===== src/rtl/fetch_unit.sv =====
`default_nettype none
// ============================================================================
//  Module   : fetch_unit
//  Brief    : Instruction fetch stage. Holds the PC, issues one instruction
//             memory read at a time over a req/ready + rvalid handshake,
//             presents the fetched word to decode and advances to PC+4 or
//             PC+imm_ext. A misaligned next PC halts fetch until reset.
//  Revision : 1.0  initial release
// ============================================================================
module fetch_unit #(
  parameter int unsigned      WIDTH    = 32,
  parameter logic [WIDTH-1:0] RESET_PC = {WIDTH{1'b0}}
) (
  input  logic             clk,
  input  logic             rst_n,
  output logic             imem_req,
  output logic [WIDTH-1:0] imem_addr,
  input  logic             imem_ready,
  input  logic             imem_rvalid,
  input  logic [WIDTH-1:0] imem_rdata,
  input  logic             pc_src,
  input  logic [WIDTH-1:0] imm_ext,
  input  logic             stall,
  output logic [WIDTH-1:0] ins,
  output logic [WIDTH-1:0] pc,
  output logic             ins_valid,
  output logic             fetch_err
);

  typedef enum logic [2:0] {
    IDLE  = 3'd0,
    REQ   = 3'd1,
    WAIT  = 3'd2,
    VALID = 3'd3,
    HALT  = 3'd4
  } state_t;

  state_t           state_q, state_d;
  logic [WIDTH-1:0] pc_q, pc_d;
  logic [WIDTH-1:0] ins_q, ins_d;
  logic             req_q, req_d;
  logic             valid_q, valid_d;
  logic             err_q, err_d;
  logic [WIDTH-1:0] next_pc;

  // Candidate next PC: branch target or fall-through, modulo 2^WIDTH
  assign next_pc = pc_q + (pc_src ? imm_ext : WIDTH'(4));

  // Next-state logic; req/valid are derived from the next state so they leave the flops
  always_comb begin
    state_d = state_q;
    pc_d    = pc_q;
    ins_d   = ins_q;
    err_d   = err_q;
    case (state_q)
      IDLE: state_d = REQ;
      REQ: begin
        if (imem_ready) state_d = WAIT;
      end
      WAIT: begin
        if (imem_rvalid) begin
          ins_d   = imem_rdata;
          state_d = VALID;
        end
      end
      VALID: begin
        if (!stall) begin
          if (next_pc[1:0] == 2'b00) begin
            pc_d    = next_pc;
            state_d = REQ;
          end else begin
            err_d   = 1'b1;
            state_d = HALT;
          end
        end
      end
      HALT:    state_d = HALT;
      default: state_d = IDLE;
    endcase
    req_d   = (state_d == REQ);
    valid_d = (state_d == VALID);
  end

  // State and registered outputs; synchronous active-low reset abandons any pending response
  always_ff @(posedge clk) begin
    if (!rst_n) begin
      state_q <= IDLE;
      pc_q    <= RESET_PC;
      ins_q   <= '0;
      req_q   <= 1'b0;
      valid_q <= 1'b0;
      err_q   <= 1'b0;
    end else begin
      state_q <= state_d;
      pc_q    <= pc_d;
      ins_q   <= ins_d;
      req_q   <= req_d;
      valid_q <= valid_d;
      err_q   <= err_d;
    end
  end

  assign imem_req  = req_q;
  assign imem_addr = pc_q;
  assign pc        = pc_q;
  assign ins       = ins_q;
  assign ins_valid = valid_q;
  assign fetch_err = err_q;

endmodule
`default_nettype wire

===== config.mk =====
export PLATFORM = sky130hd
export DESIGN_NAME = fetch_unit
export DESIGN_NICKNAME = d
export VERILOG_FILES = /design/src/rtl/fetch_unit.sv
export SDC_FILE = /design/constraint.sdc
export NUM_CORES = 1
export LEC_CHECK = 0
export CAP_MARGIN = 20
export CORE_UTILIZATION = 42
export CTS_BUF_LIST = sky130_fd_sc_hd__clkbuf_2 sky130_fd_sc_hd__clkbuf_4 sky130_fd_sc_hd__clkbuf_8
export CTS_CLUSTER_SIZE = 30
export DETAILED_ROUTE_END_ITERATION = 12
export PLACE_DENSITY_LB_ADDON = 0.2
export RECOVER_POWER = 50
export SYNTH_ARGS = -nofsm -noshare
export SYNTH_HDL_FRONTEND = slang
export SYNTH_SLANG_ARGS = --single-unit

===== constraint.sdc =====
create_clock -name clk -period 3.5 [get_ports clk]
set_clock_uncertainty 0.2 [all_clocks]
set_input_delay 0.7 -clock clk [delete_from_list [all_inputs] [get_ports clk]]
set_output_delay 0.7 -clock clk [all_outputs]
set_load 0.005 [all_outputs]

==> results.txt, run 1 <==
Vias per cell: 5.17
Post-synthesis adder-cell area fraction: 0.0896
Filler cell count: 944
Cell Chain, Critical Path: clkdlybuf4s50_1, and2_1, ha_2, fa_2, a21o_1, a311oi_2, buf_4, o21ai_1, a21o_1, a211o_1, xor2_1, nand2_1, a21boi_1
Detailed placement HPWL: 10.8 mm
Status: finished, violations left
Syn Area/Cell: 7.74 µm²
Fmax: 299 MHz
RePlAce Congestion: 0.926
DP Worst Slack: -0.559 ns
DRT Pass-1 Iters: 5
Compound-Gate Fraction of Synth Area: 0.231
Crit end category: flip-flop
Die ar.: 11600 µm²
Synth top area share: 0.299
Post-route ant nets: 0
Hold buffers post-CTS: 0
Post-synth EDFFs: 0
Via count: 4990
Most common cell on crit path: a21o_1
Final period utilization: 0.956
Max-Slew Margin vs Limit: -0.0794
Peak VDD IR: 0.198 mV
Inserted Clock Buffers: 9
Top fanout value on the critical path: 4
Top_reg_cell synth: dfxtp_1
Synthesized flop and latch total: 70
Total global-route track usage: 0.242
Area delta synth->final: 53.0%
Top-count cell post-synth: nand2_1
Mux contribution to synthesized area: 0.00427
HP Class: reg2reg
Share of layout cells above drive strength 1: 0.159
RSZ-0062 raised after global routing: no
Total grt overflow: 0
Clock root buffer: clkbuf_8
Die X: 108 µm
Final #Nets: 924
CTS tree: done
CP required: 3.57 ns
Clk pin slew, worst setup/hold paths: 0.08 ns
Site Rows: 38
Cell taking the most area after synthesis: dfxtp_1
Final Hold Fails: 0
Top cells by count, synth: nand2_1 (118), dfxtp_1 (70), and2_1 (39)
Tmin final: 3.35 ns
Worst EP arrival: 3.42 ns
Pleak: 3.20 nW
Least-Margin Pin Slew: 1.62 ns
Largest net degree at the start of global routing: 47
CP max stage cell: clkdlybuf4s50_1
Simple-Gate Fraction of Synth Area: 0.254
I/O pin count: 169
Startpoint Class: input pin
Type of the worst setup path: in2reg
Finished Layout Cells: 966
Synth warn: 0
PwrDens: 250 nW/µm²
DR WL/cell: 14.1 µm
Worst path max stage delay: 0.40 ns
Final setup vio count: 0
Htree depth: 3
Slew Limit Fails: 47
Final worst-path setup slack: 0.155 ns
Clk_lat worst skew: 0.34 ns
Main combinational cell family by area after synthesis: simple AND/OR/NAND/NOR gates
Core area: 10800 µm²
Xor/xnor share of the synthesized area: 0.0411
Global-route wire length before repair: 22.4 mm
Ys async rst share: 0
Sequential Area: 1400 µm²
Post-Place Cells: 947
Initial antenna violation count: 0
Starting DRT DRC Count: 206
Post-synthesis sequential area ratio: 0.299
Dominant cells by area after synthesis: dfxtp_1 (30%), nand2_1 (9.4%), ha_1 (8.5%)
Initial core utilization: 0.433
Failing checks: max-capacitance violations, max-slew violations
DR DRC count: 0
Cell variety after synth: 55
Syn_nets: 709
TritonCTS Sinks: 70
Die Ht: 108 µm
Gate Count Post-Synth: 606
PortBufs: 168
Max Root-Sink Buffers: 2
Mapped Area: 4690 µm²
Max-Cap Viols: 1
Diode count: 0
Vias in the first global route: 4882
Drt total wl: 13.6 mm
Multi-input combinational cell area: 2960 µm²
-- per-layer routing --
layer	global-route usage	up-vias	routed length, µm
li1	-	2498	-
met1	0.284	2286	5720
met2	0.413	185	6400
met3	0.0702	21	1250
met4	0.0920	0	278
met5	0	-	0
-- layout make-up --
| class | instances | area share |
|---|---|---|
| multi-input cells | 467 | 0.412 |
| repair buffers | 268 | 0.338 |
| flip-flops and latches | 70 | 0.195 |
| well taps | 140 | 0.0244 |
| clock buffers | 11 | 0.0193 |
| clock inverters | 5 | 0.00836 |
| inverters | 5 | 0.00261 |
-- final timing paths --
check / from / to / slack [ns] / cells past startpoint
worst min register to register: ins[23] / ins[23] / 0.27 / 2
worst min-delay path: ins[23] / ins[23] / 0.27 / 2
worst max-delay path: imm_ext[0] / imem_addr[18] / 0.15 / 13
worst max register to register: imem_addr[0] / imem_addr[18] / 0.67 / 11
-- timing repair --
| action | in CTS | in global routing |
|---|---|---|
| endpoints found under the hold margin | 0 | 0 |
| gates resized for setup | 4 | 6 |
| pin swaps | 4 | 7 |
| setup endpoints to repair | 10 | 10 |
| buffers inserted | 0 | 3 |
-- flip-flops by register name (all words and copies together), names as in the netlist --
register   cells
ins           32
imem_req       1
imem_addr     32
fetch_err      1
ins_valid      1
state_q        3
-- kinds of logic (layout without fill, tap and decap cells) --
group,after synthesis,in the layout
adder cells (fa/ha/maj),33,33
flip-flops,70,70
AND/OR/NAND/NOR,249,249
buffers and inverters,69,289
XOR/XNOR,22,22
multiplexers,2,2
AO/OA/AOI/OAI,161,161
-- through the flow --
stage | utilization | hold WS (ns) | power, W | instance area (µm²) | setup TNS, ns
2_1_floorplan | - | 0.260 | 0.000969 | 4690 | 0
3_3_place_gp | 0.638 | 0.249 | 0.00114 | 6910 | -6.43
3_5_place_dp | 0.638 | 0.257 | 0.00115 | 6910 | -7.91
4_1_cts | 0.658 | 0.268 | 0.00181 | 7130 | 0
5_1_grt | 0.662 | 0.291 | 0.00187 | 7180 | 0
6_report | 0.662 | 0.266 | 0.00179 | 7180 | 0
-- placed cells by master (no fill, tap or decap), drive strengths merged, types with 4 or more instances in the layout --
master / instances
nand3: 16
nand3b: 5
clkdlybuf4s50: 115
o211a: 4
dfxtp: 70
xnor2: 12
a21boi: 40
nor3: 4
nand4: 12
ha: 32
o21a: 6
xor2: 10
clkbuf: 13
inv: 5
nor2: 29
o21ai: 33
dlygate4sd3: 51
a21oi: 36
a21o: 14
a31oi: 6
and3: 7
buf: 99
and2: 39
nor2b: 4
nand2b: 6
nand2: 118
-- power by group --
part	total, W	internal [W]	switching [W]
Combinational	0.000305	0.000182	0.000123
Clock	0.000667	0.000347	0.000320
Sequential	0.000822	0.000811	0.0000106
-- worst max-delay path, delay by kind of cell --
family | cells | cell delay (ns)
AOI/OAI and AO/OA | 6 | 1.23
buffers and inverters | 2 | 0.57
adders and majority gates | 2 | 0.53
and+or+nand+nor | 2 | 0.22
xor gates and xnor gates | 1 | 0.16
No activity file was read; power rests on OpenSTA's default activity.
==> run 2: changes to the inputs <==
--- a/config.mk
+++ b/config.mk
@@ -12,6 +12,7 @@
 export DETAILED_ROUTE_END_ITERATION = 12
 export PLACE_DENSITY_LB_ADDON = 0.2
 export RECOVER_POWER = 50
+export SLEW_MARGIN = 20
 export SYNTH_ARGS = -nofsm -noshare
 export SYNTH_HDL_FRONTEND = slang
 export SYNTH_SLANG_ARGS = --single-unit
==> results of run 2 <==
Final layout, timing and power as in run 1 (identical DEF).
